$ cat config.mk
export PLATFORM = sky130hd
export DESIGN_NAME = m_cp0
export DESIGN_NICKNAME = d
export VERILOG_FILES = /design/src/rtl/m_cp0_pkg.sv /design/src/rtl/m_cp0.sv
export SDC_FILE = /design/constraint.sdc
export NUM_CORES = 1
export LEC_CHECK = 0
export BUFFER_PORTS_ARGS = -buffer_cell sky130_fd_sc_hd__buf_2
export CELL_PAD_IN_SITES_DETAIL_PLACEMENT = 0
export CELL_PAD_IN_SITES_GLOBAL_PLACEMENT = 1
export CORE_MARGIN = 2
export CORE_UTILIZATION = 28
export CTS_BUF_LIST = sky130_fd_sc_hd__clkbuf_8 sky130_fd_sc_hd__clkbuf_16
export DETAILED_ROUTE_END_ITERATION = 10
export PLACE_DENSITY_LB_ADDON = 0.1
export SYNTH_ARGS = -nofsm -noshare
export SYNTH_HDL_FRONTEND = slang
export SYNTH_SLANG_ARGS = --single-unit
$ cat constraint.sdc
create_clock -name clk -period 3.41 [get_ports clk]
set_input_delay 0.5115 -clock clk [delete_from_list [all_inputs] [get_ports clk]]
set_output_delay 0.5115 -clock clk [all_outputs]
set_load 0.01 [all_outputs]
$ cat src/rtl/m_cp0_pkg.sv
// Shared CP0 constants: exception codes, register numbers, handler vector
// and the SR/Cause field positions.
package m_cp0_pkg;

  localparam logic [4:0] EXC_INT  = 5'd0;
  localparam logic [4:0] EXC_ADEL = 5'd4;
  localparam logic [4:0] EXC_ADES = 5'd5;
  localparam logic [4:0] EXC_SYS  = 5'd8;
  localparam logic [4:0] EXC_RI   = 5'd10;
  localparam logic [4:0] EXC_OV   = 5'd12;

  localparam logic [4:0] REG_SR    = 5'd12;
  localparam logic [4:0] REG_CAUSE = 5'd13;
  localparam logic [4:0] REG_EPC   = 5'd14;
  localparam logic [4:0] REG_PRID  = 5'd15;

  localparam logic [31:0] HANDLER_ADDR = 32'h0000_4180;

  localparam int SR_IE_BIT     = 0;
  localparam int SR_EXL_BIT    = 1;
  localparam int SR_IM_LSB     = 10;
  localparam int CAUSE_EXC_LSB = 2;
  localparam int CAUSE_IP_LSB  = 10;
  localparam int CAUSE_BD_BIT  = 31;

endpackage

$ cat src/rtl/m_cp0.sv
// M-stage coprocessor 0: holds SR/Cause/EPC, raises the flush/redirect
// request for exceptions and interrupts, and serves mfc0/mtc0.
module m_cp0
  import m_cp0_pkg::*;
#(
  parameter logic [31:0] PRID = 32'h0000_0001
) (
  input  logic        clk,
  input  logic        reset,
  input  logic        en,
  input  logic [4:0]  cp0_addr,
  input  logic [31:0] cp0_wdata,
  output logic [31:0] cp0_rdata,
  input  logic [31:0] vpc,
  input  logic        bd_in,
  input  logic        exc_valid,
  input  logic [4:0]  exc_code_in,
  input  logic [5:0]  hw_int,
  input  logic        exl_clr,
  output logic        req,
  output logic [31:0] epc_out
);

  logic [5:0]  im;
  logic        exl;
  logic        ie;
  logic        bd;
  logic [5:0]  ip;
  logic [4:0]  exc_code;
  logic [31:0] epc;

  logic        int_req;
  logic        exc_req;
  logic [31:0] epc_exc;
  logic [31:0] sr_val;
  logic [31:0] cause_val;

  // Request decode; interrupt wins over a synchronous exception, EXL blocks both
  always_comb begin
    int_req = (|(hw_int & im)) & ie & ~exl;
    exc_req = exc_valid & ~exl;
    req     = int_req | exc_req;
    // Delay-slot instructions restart at the branch, one word earlier
    epc_exc = (vpc & 32'hFFFF_FFFC) - (bd_in ? 32'd4 : 32'd0);
  end

  // CP0 state update: reset, exception entry, then mtc0 / eret
  always_ff @(posedge clk) begin
    if (reset) begin
      im       <= '0;
      exl      <= 1'b0;
      ie       <= 1'b0;
      bd       <= 1'b0;
      ip       <= '0;
      exc_code <= '0;
      epc      <= '0;
    end else begin
      ip <= hw_int;
      if (req) begin
        exl      <= 1'b1;
        exc_code <= int_req ? EXC_INT : exc_code_in;
        bd       <= bd_in;
        epc      <= epc_exc;
      end else begin
        if (en && cp0_addr == REG_SR) begin
          im  <= cp0_wdata[SR_IM_LSB +: 6];
          exl <= cp0_wdata[SR_EXL_BIT];
          ie  <= cp0_wdata[SR_IE_BIT];
        end
        if (en && cp0_addr == REG_EPC) begin
          epc <= cp0_wdata;
        end
        // eret clearing EXL takes precedence over a same-cycle SR write
        if (exl_clr) begin
          exl <= 1'b0;
        end
      end
    end
  end

  // Register images and the mfc0 read mux
  always_comb begin
    sr_val                       = '0;
    sr_val[SR_IM_LSB +: 6]       = im;
    sr_val[SR_EXL_BIT]           = exl;
    sr_val[SR_IE_BIT]            = ie;
    cause_val                    = '0;
    cause_val[CAUSE_BD_BIT]      = bd;
    cause_val[CAUSE_IP_LSB +: 6] = ip;
    cause_val[CAUSE_EXC_LSB +: 5] = exc_code;
    case (cp0_addr)
      REG_SR:    cp0_rdata = sr_val;
      REG_CAUSE: cp0_rdata = cause_val;
      REG_EPC:   cp0_rdata = epc;
      REG_PRID:  cp0_rdata = PRID;
      default:   cp0_rdata = '0;
    endcase
  end

  // Bypass a same-cycle mtc0 EPC so an immediately following eret sees it
  always_comb begin
    epc_out = (en && cp0_addr == REG_EPC) ? cp0_wdata : epc;
  end

endmodule

[Word-level counts from Yosys, hierarchy flattened]
Cells that the tools add are included.
Operators by class
  add/subtract/negate cells: 1
  equal/unequal tests: 4
  muxes and demuxes: 8
  bitwise logic cells: 7
  reduce and logical (&&, ||, !) cells: 5
Operator list (number)
  32-bit case mux with 4 select lines: 1
  32-bit 2-to-1 mux: 2
  32-bit by 3-bit subtractor with 32-bit output: 1
  5-bit by 4-bit == test with 1-bit output, second input constant: 4
  6-bit AND: 1
  6-bit OR reduction: 1
  5-bit 2-to-1 mux: 1
  1-bit AND: 3
  1-bit 2-to-1 mux: 3
  3-bit 2-to-1 mux: 1
  3-bit nonzero test: 1
  1-bit logical AND: 2
  1-bit inverter: 2
  2-bit AND reduction: 1
  1-bit bitwise OR: 1
Storage, ports and cells
  bits in registers: 52
  input bits: 86
  output and inout bits: 65
  logic and storage cells: 32

[Logic depth before layout (Yosys ltp)]
  word-level depth: 7
  mapped depth: 9
  gate-level depth less buffers: 7

[Least setup slack after synthesis]
No wires, ideal clock.
  path type: input to register
  start: input vpc[2]
  end: register epc[24]
  library setup time: 0.106 ns
  arrival: 2.352 ns
  data required time: 3.304 ns
  setup slack: 0.952 ns
  cell stages on the path: 7
  buffers on the path: 1
  cells stage by stage: inv_1 ha_1 ha_1 or4b_2 clkbuf_1 or4b_2 o311ai_0
On the way
  word-level cells in the longest chain between the ends: 2
RTL lines
  from (decl): RTL line m_cp0.sv:14  | input logic [31:0] vpc,
  32-bit by 3-bit subtractor with 32-bit output: RTL line m_cp0.sv:44  | epc_exc = (vpc & 32'hFFFF_FFFC) - (bd_in ? 32'd4 : 32'd0);
  32-bit 2-to-1 mux: RTL line m_cp0.sv:59  | if (req) begin
  to (signal assigned): RTL line m_cp0.sv:63  | epc <= epc_exc;
  to (signal assigned): RTL line m_cp0.sv:71  | epc <= cp0_wdata;
  to (decl): RTL line m_cp0.sv:30  | logic [31:0] epc;
No other way between the ends.
A chain may end at the register's enable or synchronous reset.

[Final worst setup path]
  start: input hw_int[2]
  end: output req
On the way
  word-level cells in the longest chain between the ends: 5
RTL lines
  from (decl): RTL line m_cp0.sv:18  | input logic [5:0] hw_int,
  6-bit AND: RTL line m_cp0.sv:40  | int_req = (|(hw_int & im)) & ie & ~exl;
  6-bit OR reduction: RTL line m_cp0.sv:40
  1-bit AND (2 in series): RTL line m_cp0.sv:40
  1-bit bitwise OR: RTL line m_cp0.sv:42  | req = int_req | exc_req;
  to (decl): RTL line m_cp0.sv:20  | output logic req,
No other way between the ends.

==> reports/results.ini <==
[grt]
grt_max_degree = 46
grt_use_total_pct = 19.73
grt_pass1_wl_um = 20630
antenna_found_initial = 0
grt-ovfl-total = 0
grt_pass1_vias = 3839

[synthesis]
ys_seq_elements = 52
synth_nets = 527
netlist.area_leader.share_pct = 29.46
yosysWarnings = 0
synth_cell_type_count = 52
yosysTopAreaCell = dfxtp_1
yosys-top-cells-area = dfxtp_1, and3_1, a211oi_1
synth_commonest_cells = dfxtp_1, and3_1, clkbuf_1, nor2_1, a211oi_1
synthMostInstantiatedCell = dfxtp_1
synth_edf_count = 0
ys_seq_area_share_pct = 29.46
synthFlopType = dfxtp_1
syn_avg_cell_area_um2 = 8.049
synth_area_um2 = 3533
async_flop_share_pct = 0
synth_cells = 439

[setup_path]
start_kind = input port
cp.buffers_inverters = 3
crit_path_end_kind = output port
path_max_fanout = 45
cp_cell_sequence = buf_2 -> a221oi_1 -> a31o_2 -> inv_2 -> buf_2
reg2reg_from = im[2]
critPathRequiredTime_ns = 2.90
reg2reg_depth = 6
crit_slowest_cell = a221oi_1
worstSetupPathType = in2out
cp_top_family = compound AO/OA/AOI/OAI gates
crit_path_max_incr_delay_ns = 0.66
rrSetupSlack_ns = 1.08
r2r_end = epc[20]
cp_common_cell = buf_2
cp.arrival_ns = 2.13

[pwr]
vdd_drop_max_uv = 169.8
power.leakage_nw = 2.237
p_per_area_nw_per_um2 = 328.8

[drt]
firstDrtPassIters = 4
wl_per_cell_um = 18.11
post_drt_via_cell_ratio = 5.335
wl_um = 13510
remaining_drc_errors = 0
postRouteAntennaNets = 0
drtIter0Drc = 206
vias = 3980

[cts]
clkLatencyLatePin_ns = 0.30
post_cts.repair.setup_buffers = 0
numCtsBuffers = 5
cts.sinks = 52
root_buffer = clkbuf_16
tritoncts = built
cts_resized = 0
cts_max_path_buffers = 2
htreeDepth = 2
clk_pin_slew_ns = 0.07
hold_buffers = 0

[placement]
gp_congestion = 0.8686
io_buffer_count = 148
place_ws_ns = 0.5538
hpwl_um = 10080

[sta]
fin_crit_sh_pct = 77.48
maxSlewHeadroom_pct = 45.68
worstMarginPinSlew_ns = 0.8086
setup_viol = 0
min_period_ns = 2.642
fin_setup_tns_ns = 0
rsz0062_at_grt = false
setup_slack_ns = 0.7678
fin_skew_ns = 0.01060
hold_violations = 0
slew_violations = 0
max_freq_ghz = 0.3785

[hold_path]
hp-class = in2reg
hold_start = hw_int[1]
hold_end = ip[1]
hold_depth = 2

[run_status]
outcome = complete, no violations

[floorplanning]
start_util_pct = 28.34
core_area_um2 = 12470
die_h_um = 116.3
fp.dieArea_um2 = 13530
io_pins = 151
die_w_um = 116.3
rows = 41

[cells_and_area]
multi_input_area_um2 = 2311
fillers = 1363
drive_gt1_share_pct = 33.80
layout.nets = 661
area_delta_synth_final_pct = 31.06
seq_area_um2 = 1041
diodes = 0

[job]
drv_cap = 0

-- through the flow --
step | instances | area (µm²) | power, mW | hold slack, ns | utilization (%)
floorplan | 439 | 3533 | 0.8501 | 0.4360 | -
global placement | 738 | 4482 | 1.004 | 0.4474 | 35.95
detailed placement | 738 | 4482 | 1.006 | 0.4588 | 35.95
CTS | 746 | 4631 | 1.540 | 0.4355 | 37.15
global route | 746 | 4631 | 1.600 | 0.4409 | 37.15
finish | 746 | 4631 | 1.523 | 0.4460 | 37.15
-- per-layer routing --
layer | routed length [µm] | track usage [%] | part of all wire (%)
met5 | 0 | 0 | 0
met4 | 228 | 4.921 | 1.7
met3 | 706 | 3.425 | 5.2
met2 | 6194 | 32.52 | 46
met1 | 6378 | 26.86 | 47
-- state kept, by name, indices dropped and copies added, names as in the netlist --
name and cells:
exl 1, epc 32, exc_code 5, bd 1, ip 6, im 6, ie 1
-- how the worst max path moves through the flow --
stage | start | to | slack [ns] | cells past startpoint
after detailed placement | vpc[2] | epc[24] | 0.55 | 7
after global placement | vpc[2] | epc[24] | 0.57 | 7
after floorplan | vpc[2] | epc[24] | 0.95 | 7
final | hw_int[2] | req | 0.77 | 5
after CTS | im[2] | req | 0.79 | 4
after global routing | im[2] | req | 0.62 | 4
-- cells in the final DEF, fill, tap and decap left out, drive strengths merged, types with 10 or more instances in the layout --
cell / instances
buf: 164
and3: 38
o21ai: 17
a311oi: 18
a21o: 18
nor2: 30
nor2b: 13
or3: 15
inv: 11
a21oi: 16
nand2: 15
or4: 11
a211oi: 23
dfxtp: 52
nand3: 12
mux2i: 10
-- where the power goes --
group          internal [mW]  switching (mW)
registers              0.644          0.0232
clock network          0.291           0.241
logic                  0.140           0.184
-- cell families after synthesis --
logic type | Yosys count | share of synthesized area, %
xor+xnor | 6 | 1.487
compound gates | 139 | 29.04
simple gates | 173 | 28.47
buf+inv | 48 | 5.134
flops | 52 | 29.46
fa+ha+maj | 2 | 0.7081
mux | 19 | 5.701
-- area by class of cell --
cell class                      instances  share of cell area, %
Clock inverter                          2                 0.2162
Tap cell                              172                  4.647
Timing Repair Buffer                  164                  18.86
Inverter                               11                 0.8917
Sequential cell                        52                  22.48
Multi-Input combinational cell        339                  49.91
Clock buffer                            6                  2.999
Power figures use the tool's default switching activity.
